File: src/rtl/uart_rx_cfg_if.sv
// Host-side bundle for the configurable UART receiver: serial input, runtime
// configuration, the rdy/clr_rdy handshake and the received word with its error flags.
interface uart_rx_cfg_if #(
  parameter int DATA_BITS = 8,
  parameter int BAUD_W    = 13
);
  logic                 RX;
  logic [BAUD_W-1:0]    baud_rate;
  logic [1:0]           parity_mode;
  logic                 two_stop;
  logic                 clr_rdy;
  logic [DATA_BITS-1:0] rx_data;
  logic                 rdy;
  logic                 parity_err;
  logic                 frame_err;
  logic                 overrun;

  modport master (
    output RX, baud_rate, parity_mode, two_stop, clr_rdy,
    input  rx_data, rdy, parity_err, frame_err, overrun
  );

  modport slave (
    input  RX, baud_rate, parity_mode, two_stop, clr_rdy,
    output rx_data, rdy, parity_err, frame_err, overrun
  );
endinterface

File: src/rtl/uart_rx_cfg.sv
// Runtime-configurable UART receiver: mid-bit sampling, optional parity, one or two
// stop bits, false-start rejection and a sticky rdy with parity/framing/overrun flags.
module uart_rx_cfg #(
  parameter int DATA_BITS = 8,
  parameter int BAUD_W    = 13
) (
  input  logic         clk,
  input  logic         rst,
  uart_rx_cfg_if.slave bus
);
  typedef enum logic [2:0] {
    S_IDLE, S_START, S_DATA, S_PARITY, S_STOP1, S_STOP2, S_COMPLETE
  } state_t;

  state_t               state_q, state_d;
  logic [1:0]           sync_q, sync_d;
  logic                 armed_q, armed_d;
  logic [BAUD_W-1:0]    cnt_q, cnt_d;
  logic [BAUD_W-1:0]    baud_q, baud_d;
  logic [1:0]           pmode_q, pmode_d;
  logic                 two_q, two_d;
  logic [DATA_BITS-1:0] shift_q, shift_d;
  logic [3:0]           bit_cnt_q, bit_cnt_d;
  logic                 perr_f_q, perr_f_d;
  logic                 ferr_f_q, ferr_f_d;
  logic [DATA_BITS-1:0] rx_data_q, rx_data_d;
  logic                 rdy_q, rdy_d;
  logic                 parity_err_q, parity_err_d;
  logic                 frame_err_q, frame_err_d;
  logic                 overrun_q, overrun_d;

  logic rx_s;
  logic strobe;
  logic start_det;
  logic par_en;
  logic par_xor;

  assign rx_s      = sync_q[1];
  assign sync_d    = {sync_q[0], bus.RX};
  assign strobe    = (state_q != S_IDLE) && (cnt_q == '0);
  // armed_q keeps a held-low line (break) from re-triggering until it has gone high
  assign start_det = (state_q == S_IDLE) && armed_q && !rx_s;
  assign par_en    = (pmode_q == 2'b01) || (pmode_q == 2'b10);
  assign par_xor   = (^shift_q) ^ rx_s;

  always_comb begin
    cnt_d = cnt_q;
    if (start_det) begin
      cnt_d = bus.baud_rate >> 1;
    end else if (state_q != S_IDLE) begin
      cnt_d = (cnt_q == '0) ? baud_q - BAUD_W'(1) : cnt_q - BAUD_W'(1);
    end
  end

  always_comb begin
    state_d   = state_q;
    armed_d   = armed_q;
    baud_d    = baud_q;
    pmode_d   = pmode_q;
    two_d     = two_q;
    shift_d   = shift_q;
    bit_cnt_d = bit_cnt_q;
    perr_f_d  = perr_f_q;
    ferr_f_d  = ferr_f_q;

    case (state_q)
      S_IDLE: begin
        armed_d = armed_q | rx_s;
        if (start_det) begin
          state_d  = S_START;
          baud_d   = bus.baud_rate;
          pmode_d  = bus.parity_mode;
          two_d    = bus.two_stop;
          perr_f_d = 1'b0;
          ferr_f_d = 1'b0;
        end
      end
      S_START: begin
        if (strobe) begin
          if (rx_s) begin
            state_d = S_IDLE;
          end else begin
            state_d   = S_DATA;
            bit_cnt_d = 4'd0;
          end
        end
      end
      S_DATA: begin
        if (strobe) begin
          shift_d   = {rx_s, shift_q[DATA_BITS-1:1]};
          bit_cnt_d = bit_cnt_q + 4'd1;
          if (bit_cnt_q == 4'(DATA_BITS - 1)) begin
            state_d = par_en ? S_PARITY : S_STOP1;
          end
        end
      end
      S_PARITY: begin
        if (strobe) begin
          perr_f_d = (pmode_q == 2'b01) ? par_xor : ~par_xor;
          state_d  = S_STOP1;
        end
      end
      S_STOP1: begin
        if (strobe) begin
          if (!rx_s) ferr_f_d = 1'b1;
          state_d = two_q ? S_STOP2 : S_COMPLETE;
        end
      end
      S_STOP2: begin
        if (strobe) begin
          if (!rx_s) ferr_f_d = 1'b1;
          state_d = S_COMPLETE;
        end
      end
      S_COMPLETE: begin
        armed_d = 1'b0;
        state_d = S_IDLE;
      end
      default: state_d = S_IDLE;
    endcase
  end

  // Commit overrides a coincident clr_rdy; that frame then cannot flag overrun.
  always_comb begin
    rx_data_d    = rx_data_q;
    rdy_d        = rdy_q;
    parity_err_d = parity_err_q;
    frame_err_d  = frame_err_q;
    overrun_d    = overrun_q;
    if (bus.clr_rdy) begin
      rdy_d        = 1'b0;
      parity_err_d = 1'b0;
      frame_err_d  = 1'b0;
      overrun_d    = 1'b0;
    end
    if (state_q == S_COMPLETE) begin
      rx_data_d    = shift_q;
      parity_err_d = perr_f_q;
      frame_err_d  = ferr_f_q;
      rdy_d        = 1'b1;
      overrun_d    = bus.clr_rdy ? 1'b0 : (overrun_q | rdy_q);
    end
  end

  always_ff @(posedge clk) begin
    if (rst) begin
      state_q      <= S_IDLE;
      sync_q       <= 2'b11;
      armed_q      <= 1'b0;
      cnt_q        <= '0;
      baud_q       <= '0;
      pmode_q      <= 2'b00;
      two_q        <= 1'b0;
      shift_q      <= '1;
      bit_cnt_q    <= 4'd0;
      perr_f_q     <= 1'b0;
      ferr_f_q     <= 1'b0;
      rx_data_q    <= '0;
      rdy_q        <= 1'b0;
      parity_err_q <= 1'b0;
      frame_err_q  <= 1'b0;
      overrun_q    <= 1'b0;
    end else begin
      state_q      <= state_d;
      sync_q       <= sync_d;
      armed_q      <= armed_d;
      cnt_q        <= cnt_d;
      baud_q       <= baud_d;
      pmode_q      <= pmode_d;
      two_q        <= two_d;
      shift_q      <= shift_d;
      bit_cnt_q    <= bit_cnt_d;
      perr_f_q     <= perr_f_d;
      ferr_f_q     <= ferr_f_d;
      rx_data_q    <= rx_data_d;
      rdy_q        <= rdy_d;
      parity_err_q <= parity_err_d;
      frame_err_q  <= frame_err_d;
      overrun_q    <= overrun_d;
    end
  end

  assign bus.rx_data    = rx_data_q;
  assign bus.rdy        = rdy_q;
  assign bus.parity_err = parity_err_q;
  assign bus.frame_err  = frame_err_q;
  assign bus.overrun    = overrun_q;
endmodule

File: src/flat_wrapper.sv
// flat-port wrapper written by rule: the top's interface ports become plain ports
module uart_rx_cfg_flat 
#(
  parameter int DATA_BITS = 8,
  parameter int BAUD_W    = 13
)
  (clk, rst, bus_RX, bus_baud_rate, bus_parity_mode, bus_two_stop, bus_clr_rdy, bus_rx_data, bus_rdy, bus_parity_err, bus_frame_err, bus_overrun);
  uart_rx_cfg_if #(.DATA_BITS(DATA_BITS), .BAUD_W(BAUD_W)) bus_i ();
  input  logic clk;
  input  logic rst;
  input wire logic [$bits(bus_i.RX)-1:0] bus_RX;
  input wire logic [$bits(bus_i.baud_rate)-1:0] bus_baud_rate;
  input wire logic [$bits(bus_i.parity_mode)-1:0] bus_parity_mode;
  input wire logic [$bits(bus_i.two_stop)-1:0] bus_two_stop;
  input wire logic [$bits(bus_i.clr_rdy)-1:0] bus_clr_rdy;
  output wire logic [$bits(bus_i.rx_data)-1:0] bus_rx_data;
  output wire logic [$bits(bus_i.rdy)-1:0] bus_rdy;
  output wire logic [$bits(bus_i.parity_err)-1:0] bus_parity_err;
  output wire logic [$bits(bus_i.frame_err)-1:0] bus_frame_err;
  output wire logic [$bits(bus_i.overrun)-1:0] bus_overrun;
  assign bus_i.RX = bus_RX;
  assign bus_i.baud_rate = bus_baud_rate;
  assign bus_i.parity_mode = bus_parity_mode;
  assign bus_i.two_stop = bus_two_stop;
  assign bus_i.clr_rdy = bus_clr_rdy;
  assign bus_rx_data = bus_i.rx_data;
  assign bus_rdy = bus_i.rdy;
  assign bus_parity_err = bus_i.parity_err;
  assign bus_frame_err = bus_i.frame_err;
  assign bus_overrun = bus_i.overrun;
  uart_rx_cfg #(.DATA_BITS(DATA_BITS), .BAUD_W(BAUD_W)) u_core (.clk(clk), .rst(rst), .bus(bus_i));
endmodule
File: config.mk
export PLATFORM = sky130hd
export DESIGN_NAME = uart_rx_cfg_flat
export DESIGN_NICKNAME = d
export VERILOG_FILES = /design/src/rtl/uart_rx_cfg_if.sv /design/src/rtl/uart_rx_cfg.sv /design/src/flat_wrapper.sv
export SDC_FILE = /design/constraint.sdc
export NUM_CORES = 1
export LEC_CHECK = 0
export CAP_MARGIN = 5
export CORE_MARGIN = 3
export CORE_UTILIZATION = 40
export CTS_BUF_LIST = sky130_fd_sc_hd__clkbuf_4 sky130_fd_sc_hd__clkbuf_8
export CTS_CLUSTER_SIZE = 25
export DETAILED_ROUTE_END_ITERATION = 16
export PLACE_DENSITY = 0.62
export SYNTH_ARGS = -nofsm -noshare
export SYNTH_HDL_FRONTEND = slang
export SYNTH_SLANG_ARGS = --single-unit
File: constraint.sdc
create_clock -name clk -period 3.8 [get_ports clk]
set_input_delay 0.76 -clock clk [delete_from_list [all_inputs] [get_ports clk]]
set_output_delay 0.76 -clock clk [all_outputs]
set_load 0.1 [all_outputs]
## After elaboration in Yosys (flattened, before gate mapping)

Index checks and enable logic that the tools add are counted.

- Bits in registers: 61
- Bits of input ports: 20

- Add/sub/neg operators: 3
- Equal/unequal tests: 19
- Muxes and demuxes: 32
- Bitwise gates (word level): 4
- Reduce and logical (&&, ||, !) cells: 23

Operators with widths:

| kind | number |
|---|---|
| 13-bit by 1-bit subtractor with 13-bit output, second input constant | 2 |
| 12-bit two-way mux | 2 |
| 3-bit two-way mux | 8 |
| 3-bit case mux with 6 select lines | 1 |
| 2-bit by 1-bit != test with 1-bit output, second input constant | 8 |
| 13-bit zero test | 1 |
| 13-bit two-way mux | 1 |
| 4-bit two-way mux | 3 |
| 2-bit nonzero test | 6 |
| 1-bit two-way mux | 11 |
| 3-bit equality test, second input constant | 3 |
| 4-bit case mux with 2 select lines | 1 |
| 4-bit AND reduction | 2 |
| 8-bit parity | 1 |
| 7-bit AND reduction | 1 |
| 3-bit by 2-bit equality test with 1-bit output, second input constant | 2 |
| 1-bit case mux with 2 select lines | 3 |
| 4-bit by 1-bit adder with 4-bit output, second input constant | 1 |
| 4-bit by 3-bit equality test with 1-bit output, second input constant | 1 |
| 2-bit two-way mux | 2 |
| 2-bit != test, second input constant | 2 |
| 2-bit AND reduction | 2 |
| 2-bit OR reduction | 2 |
| 3-bit by 1-bit equality test with 1-bit output, second input constant | 1 |
| 11 further kinds | 14 |

## Depth between registers and ports, before layout

- Word-level depth: 6
- Mapped depth: 10
- Gate-level depth less buffers: 8

## Least setup slack after synthesis

OpenSTA, ideal clock, no wires.

- Kind: register -> register
- Start: reg u_core.cnt_q[0]
- End: reg u_core.cnt_q[10]
- Path slack: 1.110 ns
- Cell stages (with the launch flop): 10
- Buffers on the path: 1
- Period minus slack after synthesis: 2.690 ns
- Data arrival time: 2.573 ns
- Path through: dfxtp_1 -> or4_4 -> nor4_4 -> buf_6 -> a21oi_1 -> ha_1 -> nand3b_1 -> a21oi_4 -> a311o_1 -> o211a_1

- Cells in the longest elaborated chain, start to end: 4
- Elaborated cells on any way between the ends: 5
- Classes of those cells: add/sub: 1; mux: 3; reduce/logical: 1

RTL lines:

| item | line | source |
|---|---|---|
| from (decl) | uart_rx_cfg.sv:18 | `logic [BAUD_W-1:0] cnt_q, cnt_d;` |
| from (signal assigned) | uart_rx_cfg.sv:167 | `cnt_q <= cnt_d;` |
| 13-bit by 1-bit subtractor with 13-bit output or 13-bit zero test (tied branches) | uart_rx_cfg.sv:51 | `cnt_d = (cnt_q == '0) ? baud_q - BAUD_W'(1) : cnt_q - BAUD_W'(1);` |
| 13-bit two-way mux * | uart_rx_cfg.sv:51 |  |
| 12-bit two-way mux * | uart_rx_cfg.sv:50 | `end else if (state_q != S_IDLE) begin` |
| 12-bit two-way mux * | uart_rx_cfg.sv:48 | `if (start_det) begin` |

Mark *: on every way between the ends. The rest lies on a longest branch, timed or not. The select of a mux whose other input is x is not followed.
A chain may end at the register's enable or synchronous reset.

## Final worst setup path

- Start: reg u_core.parity_err_q (netlist: u_core.bus.parity_err)
- End: out bus_parity_err

RTL lines:

| item | line | source |
|---|---|---|
| from (decl) | uart_rx_cfg.sv:28 | `logic parity_err_q, parity_err_d;` |
| from (signal assigned) | uart_rx_cfg.sv:177 | `parity_err_q <= parity_err_d;` |
| to (decl) | flat_wrapper.sv:18 | `output wire logic [$bits(bus_i.parity_err)-1:0] bus_parity_err;` |

No word-level cell between the ends.

==> metrics.txt <==
outcome=complete, no violations; fillers=735; clk slew on worst S/H paths=0.07 ns; Detail Placement HPWL=5.25 mm; startpoint types=register; ant diodes=0; top cells by area, synth=dfxtp_1, nand2_1, a21oi_1; CTS Sinks=61; DR pass1 iterations=7; Worst slew margin=0.343; Placer Congestion=0.834; Unique masters post-synth=49; P_leak=1.31 nW; cells along the critical path=clkdlybuf4s50_1; asr flop ratio synth=0; Crit path buffers/inverters=1; top-count cell post-synth=nand2_1; min-delay worst type=reg2reg; largest net degree at the start of global routing=31; Slowest cell on crit path=clkdlybuf4s50_1; Placed Cells=505; GRT Overall Usage=0.190; Tmin final=2.59 ns; synthesized instance count=388; commonest cells in the netlist=nand2_1, dfxtp_1, a21oi_1; H-tree levels=3; grt total ovfl=0; Root Buffer=clkbuf_8; DRT Wirelength=7.63 mm; Die W=93.2 microns; vias per inst=5.49; clock latency at the later pin of the worst-skew pair=0.34 ns; Post-synth top flop=dfxtp_1; # setup viols final=0; WP data required=3.04 ns; Worst path max stage delay=1.14 ns; CTS resizes=0; Mapped Nets=411; EDFF count, synth=0; Core Rows=31; Core Box Area=0.00729 sq mm; signal arrival time at the worst endpoint=1.83 ns; Mean Syn Cell Area=7.83 sq um; area of the mapped netlist=0.00304 sq mm; CTS max path bufs=2; Final Max Slew Viols=0; first-pass GRT wire length=13.2 mm; MaxCap Viol Count=0; postcts setup bufs=0; CTS tree=yes; fin nets=440; Synth area leader=dfxtp_1; clk_skew=0.00793 ns; Worst-Margin Slew=0.982 ns; achievable frequency=386 MHz; initial antenna violation count=0; Num CTS Buffers=9; post-synth top area share=0.402; DIE AREA=0.00868 sq mm; RSZ-0062 raised after global routing=false; Max VDD drop=0.000223 V; Worst setup EP type=output pin; sequential area share after synthesis=0.402; Setup CP Type=reg2out; Final Non-Filler Cells=521; area grow syn2layout=20.4%; DRC=0; Detail Route Antenna Nets=0; #FFs+latches synth=61; CP max FO=2; IO buf count=31; share of layout cells above drive strength 1=0.107; Starting Density=0.417; Die H=93.2 microns; initial DRC count=168; final hold vios=0; Final period util=0.681; power per cell area=549 mW/mm^2; Yosys warnings=0; CP delay by family, top=buffers and inverters; Final TNS setup=0 ns; detailed-route wire length per cell=14.6 microns; Hold Buf Count CTS=0; vias in the first global route=2679; DR vias=2860; I/O pin cnt=32
==> cells by family (layout without fill, tap and decap cells) <==
| family | Yosys count | count (layout) | synth area share |
|---|---|---|---|
| simple gates | 180 | 180 | 0.280 |
| mux | 3 | 3 | 0.00989 |
| xor+xnor | 12 | 12 | 0.0346 |
| fa+ha+maj | 3 | 3 | 0.0124 |
| buf+inv | 26 | 60 | 0.0367 |
| flops | 61 | 61 | 0.402 |
| compound gates | 103 | 103 | 0.224 |
==> where the power goes <==
| group | switching, W | total (W) | internal (W) | leakage (nW) |
|---|---|---|---|---|
| combinational | 0.000367 | 0.000613 | 0.000246 | 0.704 |
| clock | 0.000278 | 0.000650 | 0.000372 | 0.110 |
| sequential | 0.0000603 | 0.000743 | 0.000683 | 0.495 |
==> cell usage in the layout (no fill, tap or decap), drive strengths merged, types with 5 or more instances in the layout <==
| master | n |
|---|---|
| a2111oi | 5 |
| a21oi | 60 |
| a31oi | 5 |
| and3 | 5 |
| buf | 9 |
| clkbuf | 9 |
| clkdlybuf4s50 | 30 |
| dfxtp | 61 |
| inv | 6 |
| nand2 | 93 |
| nand2b | 5 |
| nand3 | 15 |
| nand3b | 5 |
| nand4 | 6 |
| nor2 | 18 |
| nor3 | 14 |
| nor4 | 5 |
| o21ai | 6 |
| or2 | 5 |
| xnor2 | 9 |
==> registers in the layout (all words and copies together), names as in the netlist <==
signal	cells
u_core.bit_cnt_q	4
u_core.cnt_q	13
u_core.bus.overrun	1
u_core.bus.rx_data	8
u_core.perr_f_q	1
u_core.shift_q	8
u_core.bus.frame_err	1
u_core.ferr_f_q	1
u_core.armed_q	1
u_core.state_q	3
u_core.bus.rdy	1
u_core.bus.parity_err	1
u_core.sync_q	2
u_core.pmode_q	2
u_core.baud_q	13
u_core.two_q	1
==> routing by layer <==
layer | vias up | track usage | wire (microns)
li1 | 1444 | - | -
met1 | 1310 | 0.276 | 3770
met2 | 98 | 0.278 | 3200
met3 | 8 | 0.0290 | 547
met4 | 0 | 0.0794 | 106
met5 | - | 0 | 0
==> metrics by stage <==
| step | utilization | hold slack, ns | total power, W | cell area [sq um] | setup slack [ns] |
|---|---|---|---|---|---|
| 2_1_floorplan | - | 0.389 | 0.00120 | 3040 | 1.11 |
| 3_3_place_gp | 0.471 | 0.393 | 0.00135 | 3430 | 1.38 |
| 3_5_place_dp | 0.471 | 0.393 | 0.00136 | 3430 | 1.33 |
| 4_1_cts | 0.502 | 0.410 | 0.00201 | 3660 | 1.19 |
| 5_1_grt | 0.502 | 0.438 | 0.00213 | 3660 | 1.16 |
| 6_report | 0.502 | 0.411 | 0.00201 | 3660 | 1.21 |
==> final timing paths <==
path,from,end,slack (ns),depth (start not counted)
hold reg to reg,u_core.sync_q[0],u_core.sync_q[1],0.41,1
hold / removal,u_core.sync_q[0],u_core.sync_q[1],0.41,1
setup / recovery,u_core.bus.parity_err,bus_parity_err,1.21,1
setup reg to reg,u_core.cnt_q[0],u_core.cnt_q[10],1.30,8
==> area by class of cell <==
type,count,area [sq um],area share
clock buffers,9,124,0.0339
well taps,99,124,0.0339
clock inverters,7,98.8,0.0270
repair buffers,39,365,0.0999
inverters,5,18.8,0.00513
flip-flops and latches,61,1220,0.334
multi-input cells,301,1710,0.466
No activity file was read; power rests on OpenSTA's default activity.
